[config.mk]
export PLATFORM = sky130hd
export DESIGN_NAME = i2s_frame_fifo
export DESIGN_NICKNAME = d
export VERILOG_FILES = /design/src/rtl/i2s_frame_fifo_pkg.sv /design/src/rtl/i2s_frame_fifo_sync_fifo.sv /design/src/rtl/i2s_frame_fifo.sv
export SDC_FILE = /design/constraint.sdc
export NUM_CORES = 1
export LEC_CHECK = 0
export CAP_MARGIN = 20
export CORE_MARGIN = 3
export CORE_UTILIZATION = 35
export CTS_CLUSTER_DIAMETER = 30
export DETAILED_ROUTE_END_ITERATION = 10
export PLACE_DENSITY = 0.49
export SLEW_MARGIN = 10
export SYNTH_ARGS = -nofsm -noshare
export SYNTH_HDL_FRONTEND = slang
export SYNTH_HIERARCHICAL = 1
export SYNTH_SLANG_ARGS = --single-unit
[constraint.sdc]
create_clock -name AMSCK -period 3.6 [get_ports AMSCK]
set_clock_uncertainty 0.15 [all_clocks]
set_input_delay 0.72 -clock AMSCK [delete_from_list [all_inputs] [get_ports AMSCK]]
set_output_delay 0.72 -clock AMSCK [all_outputs]
set_load 0.01 [all_outputs]
[src/rtl/i2s_frame_fifo_pkg.sv]
// Shared DAQ definitions: sample/word/frame widths, pairing states, sample extension.
package i2s_frame_fifo_pkg;

    localparam int SAMPLE_W = 24;
    localparam int WORD_W   = 32;
    localparam int FRAME_W  = 64;

    typedef enum logic {
        WAIT_L = 1'b0,
        WAIT_R = 1'b1
    } pair_state_t;

    function automatic logic [WORD_W-1:0] ext_sample(input logic [SAMPLE_W-1:0] s,
                                                     input logic               sign_ext);
        if (sign_ext)
            return {{(WORD_W-SAMPLE_W){s[SAMPLE_W-1]}}, s};
        else
            return {{(WORD_W-SAMPLE_W){1'b0}}, s};
    endfunction

endpackage

[src/rtl/i2s_frame_fifo_sync_fifo.sv]
// Generic register-array FIFO, first-word-fall-through: write visible on rd_dat the cycle after.
// Latency 1 cycle write-to-read; accepts a write when full only if a read happens the same cycle.
// Backpressure: rd_rdy stalls the head; writes beyond capacity are ignored (caller checks full).
module sync_fifo #(
    parameter int W     = 64,
    parameter int DEPTH = 16
) (
    input  logic                     clk,
    input  logic                     rst_n,
    input  logic                     wr_vld,
    input  logic [W-1:0]             wr_dat,
    input  logic                     rd_rdy,
    output logic                     rd_vld,
    output logic [W-1:0]             rd_dat,
    output logic [$clog2(DEPTH):0]   fill,
    output logic                     full,
    output logic                     empty
);

    localparam int AW = $clog2(DEPTH);
    localparam logic [AW:0] FULL_CNT = (AW+1)'(DEPTH);

    logic [W-1:0]  mem [DEPTH];
    logic [AW-1:0] wr_ptr;
    logic [AW-1:0] rd_ptr;
    logic          wr_fire;
    logic          rd_fire;

    assign empty   = (fill == '0);
    assign full    = (fill == FULL_CNT);
    assign rd_vld  = !empty;
    assign rd_dat  = mem[rd_ptr];
    assign rd_fire = rd_rdy && !empty;
    // A pop in the same cycle frees the slot the push lands in.
    assign wr_fire = wr_vld && (!full || rd_fire);

    always_ff @(posedge clk or negedge rst_n) begin
        if (!rst_n) begin
            for (int i = 0; i < DEPTH; i++) mem[i] <= '0;
            wr_ptr <= '0;
            rd_ptr <= '0;
            fill   <= '0;
        end else begin
            if (wr_fire) begin
                mem[wr_ptr] <= wr_dat;
                wr_ptr      <= wr_ptr + AW'(1);
            end
            if (rd_fire)
                rd_ptr <= rd_ptr + AW'(1);
            case ({wr_fire, rd_fire})
                2'b10:   fill <= fill + (AW+1)'(1);
                2'b01:   fill <= fill - (AW+1)'(1);
                default: fill <= fill;
            endcase
        end
    end

endmodule

[src/rtl/i2s_frame_fifo.sv]
// Pairs i2s left/right samples into 64-bit stereo frames and buffers them for the DMA packer.
// Latency: frame visible on m_data/m_valid the cycle after its right sample strobe.
// Backpressure: m_ready stalls the FIFO; frames arriving while full are dropped and flag ovf.
module i2s_frame_fifo
    import i2s_frame_fifo_pkg::*;
#(
    parameter int DEPTH    = 16,
    parameter int SIGN_EXT = 1
) (
    input  logic                      AMSCK,
    input  logic                      rst_n,
    input  logic                      en,
    input  logic [SAMPLE_W-1:0]       din,
    input  logic                      valid_l,
    input  logic                      valid_r,
    output logic [FRAME_W-1:0]        m_data,
    output logic                      m_valid,
    input  logic                      m_ready,
    output logic [$clog2(DEPTH):0]    fill,
    output logic                      ovf,
    input  logic                      ovf_clr
);

    localparam logic SEXT = (SIGN_EXT != 0);

    pair_state_t         state;
    pair_state_t         state_nxt;
    logic [SAMPLE_W-1:0] l_hold;
    logic                l_load;
    logic                frame_req;
    logic [FRAME_W-1:0]  frame_dat;
    logic                fifo_full;
    logic                fifo_empty;
    logic                wr_ok;

    always_ff @(posedge AMSCK or negedge rst_n) begin
        if (!rst_n) state <= WAIT_L;
        else        state <= state_nxt;
    end

    // valid_l wins over a simultaneous valid_r, so the right strobe only counts alone.
    always_comb begin
        state_nxt = state;
        if (!en) begin
            state_nxt = WAIT_L;
        end else begin
            case (state)
                WAIT_L:  if (valid_l) state_nxt = WAIT_R;
                WAIT_R:  if (!valid_l && valid_r) state_nxt = WAIT_L;
                default: state_nxt = WAIT_L;
            endcase
        end
    end

    always_comb begin
        l_load    = en && valid_l;
        frame_req = en && (state == WAIT_R) && valid_r && !valid_l;
    end

    always_ff @(posedge AMSCK or negedge rst_n) begin
        if (!rst_n)      l_hold <= '0;
        else if (l_load) l_hold <= din;
    end

    assign frame_dat = {ext_sample(din, SEXT), ext_sample(l_hold, SEXT)};
    assign wr_ok     = !fifo_full || (m_valid && m_ready);

    always_ff @(posedge AMSCK or negedge rst_n) begin
        if (!rst_n)                   ovf <= 1'b0;
        else if (frame_req && !wr_ok) ovf <= 1'b1;
        else if (ovf_clr)             ovf <= 1'b0;
    end

    sync_fifo #(
        .W     (FRAME_W),
        .DEPTH (DEPTH)
    ) u_fifo (
        .clk    (AMSCK),
        .rst_n  (rst_n),
        .wr_vld (frame_req),
        .wr_dat (frame_dat),
        .rd_rdy (m_ready),
        .rd_vld (m_valid),
        .rd_dat (m_data),
        .fill   (fill),
        .full   (fifo_full),
        .empty  (fifo_empty)
    );

    // fifo_empty mirrors !m_valid; kept as an explicit cross-check of the FIFO outputs.
    always_ff @(posedge AMSCK) begin
        assert (fifo_empty == !m_valid);
    end

endmodule

## Word-level counts from Yosys, hierarchy flattened

Cells that the tools add are included.

- Register bits: 1063
- Bits of input ports: 31
- Output and inout port bits: 71
- Logic and storage cells: 65

- Add/sub/neg operators: 4
- Order comparisons: 3
- Equal/unequal tests: 3
- Mux-type cells: 13
- Bitwise operators: 3
- Reductions and logical operators: 17

Operators by type and width:

| kind | number |
|---|---|
| $bwmux 1024 | 1 |
| $bmux 64 s4 | 1 |
| $demux 64 s4 | 1 |
| $mux 64 | 3 |
| $ge 5x5->1 const B | 2 |
| $not 4->5 | 2 |
| $pmux 5 s2 | 1 |
| $logic_and 1x1->1 | 9 |
| $add 4x1->4 const B | 2 |
| $add 5x1->5 const B | 1 |
| $eq 5x5->1 const B | 1 |
| $logic_not 5->1 | 1 |
| $lt 5x1->1 const B | 1 |
| $mux 1 | 5 |
| $sub 5x1->5 const B | 1 |
| $logic_not 1->1 | 4 |
| $reduce_bool 2->1 | 2 |
| $eq 2x1->1 const B | 1 |
| $eq 2x2->1 const B | 1 |
| $pmux 1 s2 | 1 |
| $logic_or 1x1->1 | 1 |
| $not 1->1 | 1 |

## Depth between registers and ports, before layout

Gate-level depths: netlist of the first run.

- Depth in word-level cells: 7
- Mapped depth: 11
- Depth with buffers taken out: 10

## Cells and area by module

The synthesis of the first run kept the hierarchy.

Modules (own cells, without submodules):

| module | times used | cells an instance | area each (um^2) | seq. area each (um^2) |
|---|---|---|---|---|
| sync_fifo | 1 | 2738 | 46721.1 | 25949.9 |
| i2s_frame_fifo | 1 | 59 | 1066.0 | 650.6 |

## Worst setup path after synthesis of the first run

Ideal clock, no wire load.

- Kind: input to register
- Start point: input port valid_l
- End point: register u_fifo.fill[4]
- Library setup time: 0.126 ns
- Data arrival time: 3.080 ns
- Data required time: 3.324 ns
- Path slack: 0.244 ns
- Stages on the path: 10
- Cells stage by stage: and4b_1 clkbuf_1 clkbuf_1 nor2_1 ha_1 nor2b_1 o21ai_0 a21bo_2 a21oi_1 a311o_1

- Longest elaborated chain between the ends: 5
- Elaborated cells on any way between the ends: 7
- Those cells by class: 2 x eq/ne; 1 x mux; 4 x reduce/logical

RTL lines:

| item | line | text |
|---|---|---|
| start, declared | i2s_frame_fifo.sv:14 | `input logic valid_l,` |
| $logic_not 1->1 * | i2s_frame_fifo.sv:57 | `frame_req = en && (state == WAIT_R) && valid_r && !valid_l;` |
| $logic_and 1x1->1 * | i2s_frame_fifo.sv:57 |  |
| $logic_and 1x1->1 * | i2s_frame_fifo_sync_fifo.sv:35 | `assign wr_fire = wr_vld && (!full \|\| rd_fire);` |
| $eq 2x1->1 or $eq 2x2->1 (tied branches) | i2s_frame_fifo_sync_fifo.sv:50 | `case ({wr_fire, rd_fire})` |
| $pmux 5 s2 or $reduce_bool 2->1 (tied branches) | n/a |  |
| end signal, assigned | i2s_frame_fifo_sync_fifo.sv:51 | `2'b10: fill <= fill + (AW+1)'(1);` |
| end signal, assigned | i2s_frame_fifo_sync_fifo.sv:52 | `2'b01: fill <= fill - (AW+1)'(1);` |
| end signal, assigned | i2s_frame_fifo_sync_fifo.sv:53 | `default: fill <= fill;` |
| end, declared | i2s_frame_fifo_sync_fifo.sv:15 | `output logic [$clog2(DEPTH):0] fill,` |

Mark *: on every way between the ends. The rest lies on a longest branch, timed or not.
A chain may end at the register's enable or synchronous reset.

## Worst setup path after layout of the first run

- Start point: register u_fifo.rd_ptr[0]
- End point: output port m_data[38]

- Longest elaborated chain between the ends: 4

RTL lines:

| item | line | text |
|---|---|---|
| start, declared | i2s_frame_fifo_sync_fifo.sv:25 | `logic [AW-1:0] rd_ptr;` |
| start signal, assigned | i2s_frame_fifo_sync_fifo.sv:49 | `rd_ptr <= rd_ptr + AW'(1);` |
| $not 4->5 (not written as such) | i2s_frame_fifo_sync_fifo.sv:32 | `assign rd_dat = mem[rd_ptr];` |
| $bmux 64 s4 | i2s_frame_fifo_sync_fifo.sv:32 |  |
| $mux 64 (not written as such) (2 in series) | i2s_frame_fifo_sync_fifo.sv:32 |  |
| end, declared | i2s_frame_fifo.sv:16 | `output logic [FRAME_W-1:0] m_data,` |

No other way between the ends. The select of a mux whose other input is x is not followed.

==> impl_metrics.json, run 1 <==
{
  "power_density_nw_per_um2": 780.1,
  "cp_max_fo": 6,
  "layout_min_cycle_time_ns": 4.033,
  "drtPass1Iterations": 4,
  "avgRoutedWirePerCell_um": 26.33,
  "cp-end-kind": "primary output",
  "async_reset_ff_share_pct": 100.0,
  "clkLatencyLatePin_ns": 0.85,
  "fp.dieW_um": 375.5,
  "ys.flop_type": "dfrtp_1",
  "status": "finished with violations",
  "synth_top_area_share_pct": 55.66,
  "drv_cap": 0,
  "num_rows": 134,
  "ys_ff_latch": 1063,
  "place.port_buffers": 101,
  "dieArea_um2": 141000,
  "p_leak_nw": 30.41,
  "grt_antenna_before_repair": 10,
  "worstRegToRegCells": 9,
  "reg2reg_slack_ns": 0.31,
  "vias": 27230,
  "start_util_pct": 35.54,
  "grt_start_max_net_pins": 124,
  "grt_pass1_wl_um": 204400,
  "syn2layout_area_growth_pct": 31.55,
  "htreeDepth": 5,
  "dp_hpwl_um": 77830,
  "overflow": 0,
  "netlist_area_um2": 47790,
  "synth_edf_count": 0,
  "yosysWarnings": 6,
  "core_area_um2": 134500,
  "synth.most_common_cell": "dfrtp_1",
  "finalCritPeriodShare_pct": 112.0,
  "cts_sinks": 1063,
  "critical_path_arrival_ns": 3.16,
  "synth_common_cells": "dfrtp_1 (1063), mux2_2 (591), mux2_1 (439)",
  "drt_iter0_markers": 1391,
  "place_congestion": 0.7335,
  "tightest_slew_ns": 0.9378,
  "cts_tree": "done",
  "hold_path.class": "input port to register",
  "drc_errors": 0,
  "min_path_cells": 3,
  "drt-total-wl_um": 135400,
  "failed_checks": "negative setup slack",
  "postLayoutCoreUtil_pct": 46.75,
  "startpoint_type": "register",
  "synth_nets": 2837,
  "min_from": "ovf_clr",
  "numCtsBuffers": 280,
  "fp.dieH_um": 375.5,
  "path_class": "register to primary output",
  "grt_setup_unrepaired": "true",
  "num_io_pins": 102,
  "fin_cells": 5143,
  "num-fill-cells": 11390,
  "worst_slack_ns": -0.4332,
  "yosysSeqAreaShare_pct": 55.66,
  "finalMaxSlewViolations": 0,
  "setup_viol": 64,
  "via_per_inst": 5.295,
  "p_total_mw": 49.04,
  "synth_cells": 2797,
  "crit_required_ns": 2.73,
  "grt_pass1_vias": 31160,
  "r2r_end": "u_fifo/fill[4]",
  "drive_above_1_share_pct": 50.43,
  "drtAntennaViolNets": 0,
  "post-place-cells": 4569,
  "max_freq_mhz": 247.9,
  "r2r-start": "u_fifo/fill[1]",
  "track_usage_pct": 19.50,
  "relSlewSlack_pct": 37.29,
  "syn_avg_cell_area_um2": 17.09,
  "clock_path_buffers": 4,
  "clk_pin_slew_ns": 0.04,
  "yosysTopAreaCell": "dfrtp_1",
  "hold_violations": 0,
  "synth_area_leaders": "dfrtp_1 (56%), mux4_2 (15%), mux2_2 (14%)",
  "cts-root-buf": "clkbuf_16",
  "fin_nets": 3217,
  "ir_drop_mv": 0.5147,
  "yosysUniqueCellTypes": 46,
  "min_to": "ovf"
}
report_power, final:
group	total, mW	internal [mW]	switching, mW
sequential	14.3	13.2	1.03
clock	24.2	17.2	7.04
combinational	10.5	6.02	4.50
metrics by stage:
| step | setup TNS [ns] | area, µm² | setup WS [ns] | hold slack, ns |
|---|---|---|---|---|
| finish | -18.28 | 62860 | -0.4332 | 0.3191 |
| global route | -24.74 | 62850 | -0.5227 | 0.2775 |
| CTS | -23.67 | 62620 | -0.5327 | 0.2482 |
| detailed placement | 0 | 52050 | 0.003663 | 0.3186 |
| global placement | -0.04048 | 52050 | -0.04048 | 0.3116 |
| floorplan | 0 | 47790 | 0.2436 | 0.2744 |
layer usage:
metal | part of all wire, % | wire length, µm | vias to the layer above | global-route usage [%]
met5 | 0.025 | 34 | - | 0
li1 | - | - | 11420 | -
met2 | 50 | 67610 | 610 | 32.47
met3 | 4.7 | 6331 | 246 | 4.769
met1 | 43 | 57870 | 14950 | 24.93
met4 | 2.6 | 3568 | 6 | 6.634
worst max-delay path, stage by stage, from the launching register on:
cell and delay [ns]:
dfrtp_4 0.49, buf_12 0.16, buf_16 0.15, buf_12 0.14, buf_16 0.13, buf_12 0.12
mux4_2 0.42, mux4_2 0.53, buf_6 0.15
registers in the layout, indices dropped and copies added, names as in the netlist:
register,flops
l_hold,24
ovf,1
u_fifo/wr_ptr,4
u_fifo/mem,1024
state,1
u_fifo/fill,5
u_fifo/rd_ptr,4
layout make-up:
cell class                      instances  area, µm²  area share [%]
Sequential cell                      1063      26620           42.35
Multi-Input combinational cell       1475      19890           31.64
Clock buffer                          375       8008           12.74
Timing Repair Buffer                  346       4838           7.697
Tap cell                             1768       2212           3.519
Clock inverter                        101       1244           1.978
Inverter                               11      41.29         0.06568
Antenna cell                            4      10.01         0.01592
cell usage in the layout, fill, tap and decap left out, types with 2 or more instances in the layout:
cell type and count:
nand2_1 15, clkinv_4 4, dfrtp_1 1057, clkdlybuf4s50_1 34
ha_1 8, bufinv_16 26, a21oi_1 7, mux2_2 591
a21o_1 2, clkbuf_1 43, buf_12 100, inv_6 4
nor2_4 2, a22oi_1 2, clkinvlp_4 23, a31oi_1 2
xnor2_1 9, mux2_1 439, buf_6 88, nand2_4 4
inv_1 10, diode_2 4, nor2_1 8, nor2b_1 3
nand3_1 7, clkbuf_16 297, buf_4 83, clkbuf_8 41
o21ai_0 3, mux4_2 320, dfrtp_4 5, clkinv_2 44
nand4_1 4, mux2_4 20, and2_4 6, buf_8 16
buf_16 16, o221ai_1 2
what timing repair did:
item / in CTS / in global routing
hold buffers: 1 / 0
endpoints found under the setup margin: 65 / 64
gates resized for setup: 392 / 36
setup buffers: 64 / 26
endpoints found under the hold margin: 45 / 0
cloned: 12 / 6
pin swaps: 0 / 0
cells by family after synthesis:
group / share of synthesized area, %
AO/OA/AOI/OAI: 0.3823
XOR/XNOR: 0.1650
adder cells (fa/ha/maj): 0.2514
buffers and inverters: 2.854
flip-flops: 55.66
multiplexers: 40.00
AND/OR/NAND/NOR: 0.6808
worst max-delay path by stage:
stage	startpoint	endpoint	slack, ns	depth (start not counted)
floorplan	valid_l	u_fifo/fill[4]	0.24	10
global placement	valid_l	u_fifo/fill[4]	-0.04	10
detailed placement	valid_l	u_fifo/fill[4]	0.004	10
CTS	u_fifo/rd_ptr[0]	m_data[38]	-0.53	8
global route	u_fifo/rd_ptr[0]	m_data[38]	-0.52	8
finish	u_fifo/rd_ptr[0]	m_data[38]	-0.43	8
Note: power is estimated with default switching activity, not from simulation.
==> run 2, diff against run 1 <==
--- a/config.mk
+++ b/config.mk
@@ -6,12 +6,12 @@
 export NUM_CORES = 1
 export LEC_CHECK = 0
 export CAP_MARGIN = 20
-export CORE_MARGIN = 3
+export CORE_MARGIN = 2
 export CORE_UTILIZATION = 35
 export CTS_CLUSTER_DIAMETER = 30
 export DETAILED_ROUTE_END_ITERATION = 10
 export PLACE_DENSITY = 0.49
-export SLEW_MARGIN = 10
+export SLEW_MARGIN = 20
 export SYNTH_ARGS = -nofsm -noshare
 export SYNTH_HDL_FRONTEND = slang
 export SYNTH_HIERARCHICAL = 1
==> run 2 against run 1 <==
  * The flow still finishes with violations (negative setup slack)
  * Non-clock buffer count stayed put
  * Worst setup slack improved by 0.038 ns
  * Combinational power about the same
  * First-iteration DRC count down 12%
  * Critical path type unchanged
  * Highest routed layer unchanged
==> impl_metrics.json, run 2 (synthesis results as in run 1) <==
{
  "status": "finished with violations",
  "failed_checks": "negative setup slack",
  "drv_cap": 0,
  "crit_required_ns": 2.73,
  "p_leak_nw": 30.63,
  "drtPass1Iterations": 5,
  "drt-total-wl_um": 136400,
  "layout_common_cells": "dfrtp_1 (1057), mux2_2 (591), mux2_1 (439), mux4_2 (320), clkbuf_16 (300)",
  "ir_drop_mv": 0.4245,
  "core_area_um2": 135500,
  "clkLatencyLatePin_ns": 0.84,
  "critPathTopFamily": "multiplexers",
  "num_io_pins": 102,
  "path_class": "register to primary output",
  "grt_pass1_vias": 31350,
  "clock_path_buffers": 4,
  "numCtsBuffers": 290,
  "grt_setup_unrepaired": "true",
  "startpoint_type": "register",
  "setup_viol": 64,
  "dieArea_um2": 139500,
  "final_common_cell": "dfrtp_1",
  "overflow": 0,
  "cp_slowest_cell": "mux4_2",
  "layout_min_cycle_time_ns": 3.995,
  "path_cells": "buf_12 -> buf_16 -> buf_16 -> buf_6 -> buf_6 -> mux4_2 -> mux4_2 -> buf_6",
  "relSlewSlack_pct": 34.98,
  "max_freq_mhz": 250.3,
  "regMostFlops": "u_fifo/mem",
  "avgRoutedWirePerCell_um": 26.39,
  "grt_antenna_before_repair": 5,
  "fp.dieH_um": 373.5,
  "critical_path_arrival_ns": 3.12,
  "finalCritPeriodShare_pct": 111.0,
  "htreeDepth": 5,
  "start_util_pct": 35.28,
  "cp-end-kind": "primary output",
  "syn2layout_area_growth_pct": 32.52,
  "num_rows": 135,
  "hold_violations": 0,
  "pre_cts_ws_ns": -0.07274,
  "cts_sinks": 1063,
  "p_total_mw": 50.27,
  "place_congestion": 0.7707,
  "hold_path.class": "input port to asynchronous set/reset pin",
  "fin_nets": 3227,
  "cts_tree": "done",
  "finalMaxSlewViolations": 0,
  "worst_slack_ns": -0.3947,
  "drc_errors": 0,
  "drive_above_1_share_pct": 50.68,
  "slowest_delay_ns": 0.53,
  "power_density_nw_per_um2": 793.8,
  "clk_pin_slew_ns": 0.04,
  "grt_pass1_wl_um": 207300,
  "largestRegisters": "u_fifo/mem: 1024 flops, l_hold: 24 flops, u_fifo/fill: 5 flops",
  "grt_start_max_net_pins": 145,
  "crit_top_cell": "buf_6",
  "drt_iter0_markers": 1222,
  "fp.dieW_um": 373.5,
  "cts-root-buf": "clkbuf_16",
  "dp_hpwl_um": 78250,
  "crit_buf_inv": 6,
  "track_usage_pct": 19.91,
  "drtAntennaViolNets": 0,
  "place.port_buffers": 101,
  "vias": 27200,
  "tightest_slew_ns": 0.9719,
  "via_per_inst": 5.265,
  "largest_reg_flops": 1024,
  "cp_max_fo": 8
}
## run 2: routing by layer
layer  global-route usage [%]  routed length [µm]  up-vias
li1                         -                   -    11410
met1                    25.93               59760    15000
met2                    33.54               68800      511
met3                    3.296                4195      280
met4                    7.112                3570        6
met5                        0                  40        -
## run 2: metrics by stage
stage               util [%]  area, µm²  setup TNS (ns)  cells  hold WS [ns]
detailed placement     38.39      52010         -0.1240   4572        0.3186
finish                 46.75      63330          -19.14   5167        0.2861
floorplan                  -      47790               0   2797        0.2744
CTS                    46.50      62990          -26.35   5143        0.2491
global route           46.75      63320          -24.47   5166        0.2932
global placement       38.39      52010         -0.1322   4572        0.3111
## run 2: report_power, final
part | internal, mW | total (mW) | switching [mW]
clock network | 18.3 | 25.5 | 7.20
logic | 5.97 | 10.5 | 4.54
registers | 13.2 | 14.3 | 1.02
total | 37.5 | 50.3 | 12.8
## run 2: path summary, 6_finish.rpt
path	from	to	slack, ns	cells past startpoint
max in group asynchronous	rst_n	u_fifo/mem[377]	1.74	3
worst max-delay path	u_fifo/rd_ptr[0]	m_data[16]	-0.39	8
worst max register to register	u_fifo/fill[1]	u_fifo/fill[4]	0.22	9
worst min register to register	u_fifo/mem[579]	u_fifo/mem[579]	0.32	1
worst min-delay path	rst_n	u_fifo/mem[201]	0.29	2
min in group AMSCK	u_fifo/mem[579]	u_fifo/mem[579]	0.32	1
## run 2: repair_timing
action | 4_1_cts | 5_1_grt
gates resized for setup | 362 | 88
hold buffers | 1 | 0
endpoints found under the hold margin | 37 | 0
setup endpoints to repair | 66 | 66
gates cloned | 13 | 5
buffers inserted | 68 | 32
## run 2: area by class of cell
class                           instances  area, µm²
Fill cell                           11500      72140
Sequential cell                      1063      26620
Multi-Input combinational cell       1475      19890
Clock buffer                          371       8018
Timing Repair Buffer                  346       4835
Tap cell                             1781       2228
Clock inverter                        118       1690
Inverter                               11      41.29
Antenna cell                            2      5.005
